$ cat config.mk
export PLATFORM = sky130hd
export DESIGN_NAME = ddr4_maint_read_sched
export DESIGN_NICKNAME = d
export VERILOG_FILES = /design/src/rtl/ddr4_maint_read_sched_pkg.sv /design/src/rtl/ddr4_maint_read_sched_interval_timer.sv /design/src/rtl/ddr4_maint_read_sched.sv
export SDC_FILE = /design/constraint.sdc
export NUM_CORES = 1
export LEC_CHECK = 0
export CAP_MARGIN = 20
export CELL_PAD_IN_SITES_DETAIL_PLACEMENT = 0
export CELL_PAD_IN_SITES_GLOBAL_PLACEMENT = 1
export CORE_AREA = 2 2 539 541
export CTS_BUF_LIST = sky130_fd_sc_hd__clkbuf_4
export DETAILED_ROUTE_END_ITERATION = 10
export DIE_AREA = 0 0 541 543
export PLACE_DENSITY = 0.37
export SLEW_MARGIN = 20
export SYNTH_ARGS = -nofsm -noshare
export SYNTH_HDL_FRONTEND = slang
export SYNTH_HIERARCHICAL = 1
export SYNTH_SLANG_ARGS = --single-unit
$ cat constraint.sdc
create_clock -name clk -period 2.1 [get_ports clk]
set_input_delay 0.63 -clock clk [delete_from_list [all_inputs] [get_ports clk]]
set_output_delay 0.63 -clock clk [all_outputs]
set_load 0.02 [all_outputs]
$ cat src/rtl/ddr4_maint_read_sched_pkg.sv
// rtl/ddr4_maint_read_sched_pkg.sv - widths, FSM states, maintenance target and idle-bundle helper
package ddr4_maint_read_sched_pkg;
  localparam int BG_WIDTH    = 2;
  localparam int BANK_WIDTH  = 2;
  localparam int COL_WIDTH   = 10;
  localparam int ROW_WIDTH   = 17;
  localparam int WDATA_WIDTH = 512;

  localparam int MAINT_PERIOD_DEF = 256;
  localparam int MAINT_LEAD_DEF   = 40;
  localparam int GAP_CYCLES_DEF   = 3;
  localparam int TRCD_CYCLES_DEF  = 5;
  localparam int RD_TIMEOUT_DEF   = 64;

  // Reserved target; user programs never address this bank.
  localparam int MAINT_BG   = 0;
  localparam int MAINT_BANK = 3;
  localparam int MAINT_ROW  = 0;
  localparam int MAINT_COL  = 0;

  typedef enum logic [2:0] {IDLE, RUN, GAP, ACT, TRCD, RD, WAIT} state_t;

  typedef struct packed {
    logic [3:0]               write, read, pre, act, refr, zq, nop, ap, half_bl, pall;
    logic [4*BG_WIDTH-1:0]    bg;
    logic [4*BANK_WIDTH-1:0]  bank;
    logic [4*COL_WIDTH-1:0]   col;
    logic [4*ROW_WIDTH-1:0]   row;
    logic [WDATA_WIDTH-1:0]   wdata;
  } bundle_t;

  function automatic bundle_t idle_bundle();
    bundle_t b;
    b = '0;
    b.nop = 4'hF;
    return b;
  endfunction
endpackage

$ cat src/rtl/ddr4_maint_read_sched_interval_timer.sv
// rtl/ddr4_maint_read_sched_interval_timer.sv - maintenance period counter, due flag, sticky violation
module ddr4_maint_read_sched_interval_timer import ddr4_maint_read_sched_pkg::*; #(
  parameter int MAINT_PERIOD = MAINT_PERIOD_DEF,
  parameter int MAINT_LEAD   = MAINT_LEAD_DEF
) (
  input  logic clk,
  input  logic rst,
  input  logic run,
  input  logic clear,
  input  logic timeout,
  output logic maint_due,
  output logic violation
);
  localparam int CW = $clog2(MAINT_PERIOD + 1);
  localparam logic [CW-1:0] LIMIT  = CW'(MAINT_PERIOD);
  localparam logic [CW-1:0] THRESH = CW'(MAINT_PERIOD - MAINT_LEAD);

  logic [CW-1:0] period_ctr;
  logic [CW-1:0] ctr_nxt;

  always_comb begin
    ctr_nxt = period_ctr;
    if (!run || clear)
      ctr_nxt = '0;
    else if (period_ctr != LIMIT)
      ctr_nxt = period_ctr + CW'(1);
  end

  // maint_due is computed from the next count so it lines up with period_ctr.
  always_ff @(posedge clk) begin
    if (rst) begin
      period_ctr <= '0;
      maint_due  <= 1'b0;
      violation  <= 1'b0;
    end else begin
      period_ctr <= ctr_nxt;
      maint_due  <= run && (ctr_nxt >= THRESH);
      if (timeout || (run && ctr_nxt == LIMIT))
        violation <= 1'b1;
    end
  end
endmodule

$ cat src/rtl/ddr4_maint_read_sched.sv
// rtl/ddr4_maint_read_sched.sv - bundle forwarder with periodic PHY maintenance read; MAINT_STATS_EN builds maint_count
module ddr4_maint_read_sched import ddr4_maint_read_sched_pkg::*; #(
  parameter int MAINT_PERIOD = MAINT_PERIOD_DEF,
  parameter int MAINT_LEAD   = MAINT_LEAD_DEF,
  parameter int GAP_CYCLES   = GAP_CYCLES_DEF,
  parameter int TRCD_CYCLES  = TRCD_CYCLES_DEF,
  parameter int RD_TIMEOUT   = RD_TIMEOUT_DEF
) (
  input  logic                     clk,
  input  logic                     rst,
  input  logic                     init_calib_complete,
  input  logic                     in_valid,
  output logic                     in_ready,
  input  logic [3:0]               in_write, in_read, in_pre, in_act, in_ref,
  input  logic [3:0]               in_zq, in_nop, in_ap, in_half_bl, in_pall,
  input  logic [4*BG_WIDTH-1:0]    in_bg,
  input  logic [4*BANK_WIDTH-1:0]  in_bank,
  input  logic [4*COL_WIDTH-1:0]   in_col,
  input  logic [4*ROW_WIDTH-1:0]   in_row,
  input  logic [WDATA_WIDTH-1:0]   in_wdata,
  output logic [3:0]               ddr_write, ddr_read, ddr_pre, ddr_act, ddr_ref,
  output logic [3:0]               ddr_zq, ddr_nop, ddr_ap, ddr_half_bl, ddr_pall,
  output logic [4*BG_WIDTH-1:0]    ddr_bg,
  output logic [4*BANK_WIDTH-1:0]  ddr_bank,
  output logic [4*COL_WIDTH-1:0]   ddr_col,
  output logic [4*ROW_WIDTH-1:0]   ddr_row,
  output logic [WDATA_WIDTH-1:0]   ddr_wdata,
  output logic                     ddr_maint_read,
  input  logic                     gt_data_ready,
  output logic                     maint_violation,
  output logic [15:0]              maint_count
);
  localparam int SW = 8;

  state_t        state, state_nxt;
  logic [SW-1:0] step_q, step_nxt;
  bundle_t       in_bundle, bundle_nxt, out_q;
  logic          maint_due, maint_read_nxt, timeout, done;

  assign in_bundle = '{write: in_write, read: in_read, pre: in_pre, act: in_act, refr: in_ref,
                       zq: in_zq, nop: in_nop, ap: in_ap, half_bl: in_half_bl, pall: in_pall,
                       bg: in_bg, bank: in_bank, col: in_col, row: in_row, wdata: in_wdata};

  assign in_ready = (state == RUN) && !maint_due;

  ddr4_maint_read_sched_interval_timer #(
    .MAINT_PERIOD(MAINT_PERIOD),
    .MAINT_LEAD  (MAINT_LEAD)
  ) u_timer (
    .clk      (clk),
    .rst      (rst),
    .run      (state != IDLE),
    .clear    (state == RD),
    .timeout  (timeout),
    .maint_due(maint_due),
    .violation(maint_violation)
  );

  always_comb begin
    state_nxt      = state;
    bundle_nxt     = idle_bundle();
    maint_read_nxt = 1'b0;
    timeout        = 1'b0;
    done           = 1'b0;
    case (state)
      IDLE: if (init_calib_complete) state_nxt = RUN;
      RUN: begin
        if (maint_due) state_nxt = GAP;
        else if (in_valid) bundle_nxt = in_bundle;
      end
      GAP: begin
        // The adapter registers ddr_maint_read, so it is raised one cycle before the read path.
        if (step_q == SW'(GAP_CYCLES - 1)) begin
          maint_read_nxt = 1'b1;
          state_nxt      = ACT;
        end
      end
      ACT: begin
        bundle_nxt.act                    = 4'b0001;
        bundle_nxt.nop                    = 4'b1110;
        bundle_nxt.bg[BG_WIDTH-1:0]       = BG_WIDTH'(MAINT_BG);
        bundle_nxt.bank[BANK_WIDTH-1:0]   = BANK_WIDTH'(MAINT_BANK);
        bundle_nxt.row[ROW_WIDTH-1:0]     = ROW_WIDTH'(MAINT_ROW);
        state_nxt                         = TRCD;
      end
      TRCD: if (step_q == SW'(TRCD_CYCLES - 2)) state_nxt = RD;
      RD: begin
        bundle_nxt.read                   = 4'b0001;
        bundle_nxt.ap                     = 4'b0001;
        bundle_nxt.nop                    = 4'b1110;
        bundle_nxt.bg[BG_WIDTH-1:0]       = BG_WIDTH'(MAINT_BG);
        bundle_nxt.bank[BANK_WIDTH-1:0]   = BANK_WIDTH'(MAINT_BANK);
        bundle_nxt.col[COL_WIDTH-1:0]     = COL_WIDTH'(MAINT_COL);
        state_nxt                         = WAIT;
      end
      WAIT: begin
        if (gt_data_ready) begin
          done      = 1'b1;
          state_nxt = RUN;
        end else if (step_q == SW'(RD_TIMEOUT - 1)) begin
          timeout   = 1'b1;
          state_nxt = RUN;
        end
      end
      default: state_nxt = IDLE;
    endcase
    step_nxt = (state_nxt != state) ? '0 : step_q + SW'(1);
  end

  always_ff @(posedge clk) begin
    if (rst) begin
      state          <= IDLE;
      step_q         <= '0;
      out_q          <= idle_bundle();
      ddr_maint_read <= 1'b0;
    end else begin
      state          <= state_nxt;
      step_q         <= step_nxt;
      out_q          <= bundle_nxt;
      ddr_maint_read <= maint_read_nxt;
    end
  end

  assign ddr_write   = out_q.write;
  assign ddr_read    = out_q.read;
  assign ddr_pre     = out_q.pre;
  assign ddr_act     = out_q.act;
  assign ddr_ref     = out_q.refr;
  assign ddr_zq      = out_q.zq;
  assign ddr_nop     = out_q.nop;
  assign ddr_ap      = out_q.ap;
  assign ddr_half_bl = out_q.half_bl;
  assign ddr_pall    = out_q.pall;
  assign ddr_bg      = out_q.bg;
  assign ddr_bank    = out_q.bank;
  assign ddr_col     = out_q.col;
  assign ddr_row     = out_q.row;
  assign ddr_wdata   = out_q.wdata;

`ifdef MAINT_STATS_EN
  logic [15:0] count_q;
  always_ff @(posedge clk) begin
    if (rst) count_q <= '0;
    else if (done && count_q != 16'hFFFF) count_q <= count_q + 16'd1;
  end
  assign maint_count = count_q;
`else
  logic unused_done;
  assign unused_done = done;
  assign maint_count = 16'h0;
`endif
endmodule
==> results.toml <==
[floorplanning]
core_area_um2 = 287400
rows = 197
chipWidth_um = 541
start_util_pct = 6.800
io_pins = 1376
die_h_um = 543
die_area_um2 = 293800

[synthesis]
syn_area_um2 = 19540
netlist-cell-type-count = 46
synth_warnings = 6
yosys.area.top_type = "dfxtp_1"
yosysSeqAreaShare_pct = 71.61
synth_seq_cells = 699
synth_flop_cell = "dfxtp_1"
synth.avg_cell_area_um2 = 12.26
netlist_instances = 1594
ys_async_sr_fraction_pct = 0
synth_edf_count = 0
synthTopCellsByArea = "dfxtp_1 (72%), and2_1 (21%), clkbuf_2 (1.7%), buf_4 (0.65%), nor2_1 (0.54%)"
netlist.area_leader.share_pct = 71.61

[clocking]
htree_levels = 4
cts.path.max_buffers = 4
root_buffer = "clkbuf_4"
cts_buffers = 225
insertion_delay_ns = 1.19
cts_tree = "built"
numClockSinks = 699
cts.clk_slew.worst_paths_ns = 0.06

[route]
routed_wl_um = 164500
dr.pass1.iters = 4
wire_per_inst_um = 21.09
drc = 0
vias_per_cell = 2.642
drt_iter0_markers = 695
drtAntennaViolNets = 0
vias = 20600

[critical_path]
start_kind = "flip-flop"
r2r_end = "u_timer/violation$_SDFFE_PP0P_"
setup.worst_path.class = "flip-flop to primary output"
crit_path_top_delay_cell = "dfxtp_4"
reg2reg_slack_ns = 0.09
critPathTopFamily = "flip-flops"
worstPathBufferInverterCount = 2
worstPathCellList = "nor4b_4 > buf_6 > buf_12"
end_kind = "primary output"
reg2reg_depth = 7
crit_fanout = 6
cp_data_arrival_time_ns = 2.13
crit_required_ns = 1.47
max_stage_delay_ns = 0.36
worstReg2RegStart = "state[2]$_SDFF_PP0_"

[sta]
setup_viol = 679
worst_pin_slew_ns = 0.5077
fin_crit_ns = 2.764
rsz0062_at_grt = "yes"
fin_crit_sh_pct = 131.6
setup_slack_ns = -0.6635
final_hold_viol_count = 0
max-slew-margin-rel_pct = 65.84
skew_ns = 0.08036
fmaxAchievable_mhz = 361.9
slew_violations = 0

[global_route]
grt_pass1_vias = 22050
track_usage_pct = 10.70
grt_pass1_wl_um = 210200
grt_antenna_before_repair = 142
grt_start_max_net_pins = 82
grt_overflow = 0

[placement]
dpl.hpwl_um = 138100
placed_area_um2 = 37880
io_buffers = 1359
place.gp.congestion = 0.8872
preCtsSetupSlack_ns = -0.7392

[worst_hold_path]
hold_path_end = "ddr_wdata[50]$_SDFF_PP0_"
holdPathStages = 2
min_from = "in_wdata[50]"
hp-class = "input port to flip-flop"

[final_layout]
syn2layout_area_growth_pct = 152.4
multi_input_area_um2 = 5031
seq_area_um2 = 15000
drive_above_1_share_pct = 44.44
layout.nets = 4479
stdcell_area_um2 = 49330
num-fill-cells = 32070
final_core_util_pct = 17.16

[pwr]
total_leakage_power_nw = 19.86
cellPowerDensity_nw_per_um2 = 646.7
ir_worst_vdd_mv = 0.3280

[outcome]
status = "complete, but fails checks"
failed_checks = "setup timing"

[job]
cap_violations = 0
metal layers:
layer / wire length [um] / vias to the layer above / track usage (%)
li1: - / 9498 / -
met3: 18270 / 359 / 5.122
met5: 621 / - / 0
met1: 74400 / 9344 / 13.96
met2: 66510 / 1307 / 15.32
met4: 4676 / 96 / 3.291
where the power goes:
part	internal, mW	switching [mW]	total, mW	leakage, nW
sequential	13.5	0.198	13.7	6.01
clock	6.82	7.00	13.8	1.61
combinational	2.66	1.68	4.34	12.3
cell type report:
cell class,count,area share (%)
antenna,62,0.3145
clock buffer,312,4.748
timing repair buffer,2054,44.00
multi-input combinational,808,10.20
inverter,6,0.04566
clock inverter,77,0.6925
sequential,699,30.41
tap,3781,9.590
cell usage in the layout, fill, tap and decap left out, types with 33 or more instances in the layout:
cell type	n
clkdlybuf4s50_1	680
and2_1	668
dlygate4sd3_1	637
buf_6	637
dfxtp_2	619
clkbuf_4	312
diode_2	62
dfxtp_4	62
clkinv_1	57
buf_4	40
buf_8	33
worst max-delay path by stage:
stage	start	slack [ns]	end	cells past startpoint
after CTS	state[2]$_SDFF_PP0_	-1.01	in_ready	3
after global routing	state[1]$_SDFF_PP0_	-0.96	in_ready	3
final	state[1]$_SDFF_PP0_	-0.66	in_ready	3
after global placement	in_valid	-0.77	ddr_wdata[379]$_SDFF_PP0_	7
after floorplan	state[2]$_SDFF_PP0_	0.16	in_ready	2
after detailed placement	in_valid	-0.74	ddr_wdata[379]$_SDFF_PP0_	7
repair_timing:
item / 4_1_cts / 5_1_grt
resized for setup: 4921 / 17
buffers inserted: 3 / 1
endpoints found under the setup margin: 679 / 709
hold buffers: 637 / 0
gates cloned: 0 / 1
hold endpoints to repair: 637 / 0
pin swaps: 1 / 1
logic make-up (layout without fill, tap and decap cells):
family                   Yosys count  after routing  share of synthesized area [%]
XOR/XNOR                          14             14                         0.6275
other                              1             78                        0.01919
multiplexers                       1              1                        0.05122
AO/OA/AOI/OAI                     21             21                         0.7811
adder cells (fa/ha/maj)            4              4                         0.2561
AND/OR/NAND/NOR                  752            752                          23.63
flip-flops                       699            699                          71.61
buffers and inverters            102           2449                          3.028
through the flow:
stage / hold WS, ns / TNS, ns / power [mW] / instances
4_1_cts: 0.004288 / -306.23 / 33.06 / 7735
6_report: 0.2033 / -110.25 / 31.90 / 7799
3_5_place_dp: 0.5006 / -378.33 / 17.16 / 6707
5_1_grt: 0.05437 / -268.75 / 33.78 / 7763
3_3_place_gp: 0.4899 / -391.86 / 17.19 / 6707
2_1_floorplan: 0.4528 / 0 / 14.68 / 1609
worst register-to-register path: cells and delay by family (launching register included):
| family | cells | cell delay [ns] |
|---|---|---|
| AO/OA/AOI/OAI | 3 | 0.72 |
| buffers and inverters | 1 | 0.15 |
| flip-flops | 1 | 0.36 |
| AND/OR/NAND/NOR | 3 | 0.71 |
Yosys cell counts (2+ instances only):
cell / number
buf_4: 17
xor2_1: 11
dfxtp_1: 699
o22ai_1: 2
ha_1: 4
nand4_1: 4
o21a_1: 2
nor4_1: 2
buf_6: 8
nand2b_1: 5
nor2_1: 28
and2_1: 668
clkbuf_1: 3
a21oi_1: 7
and4_1: 2
nor4b_1: 2
inv_1: 5
nor3_1: 6
nand3_1: 10
buf_2: 3
and3b_1: 2
nand2_1: 12
nor2b_1: 3
xnor2_1: 3
clkbuf_2: 65
flip-flops by register name (all words and copies together), names as in the netlist, 8 cells and up:
name	cells
ddr_bank	8
ddr_bg	8
ddr_col	40
ddr_row	68
ddr_wdata	512
step_q	8
u_timer/period_ctr	9
Power figures use the tool's default switching activity.
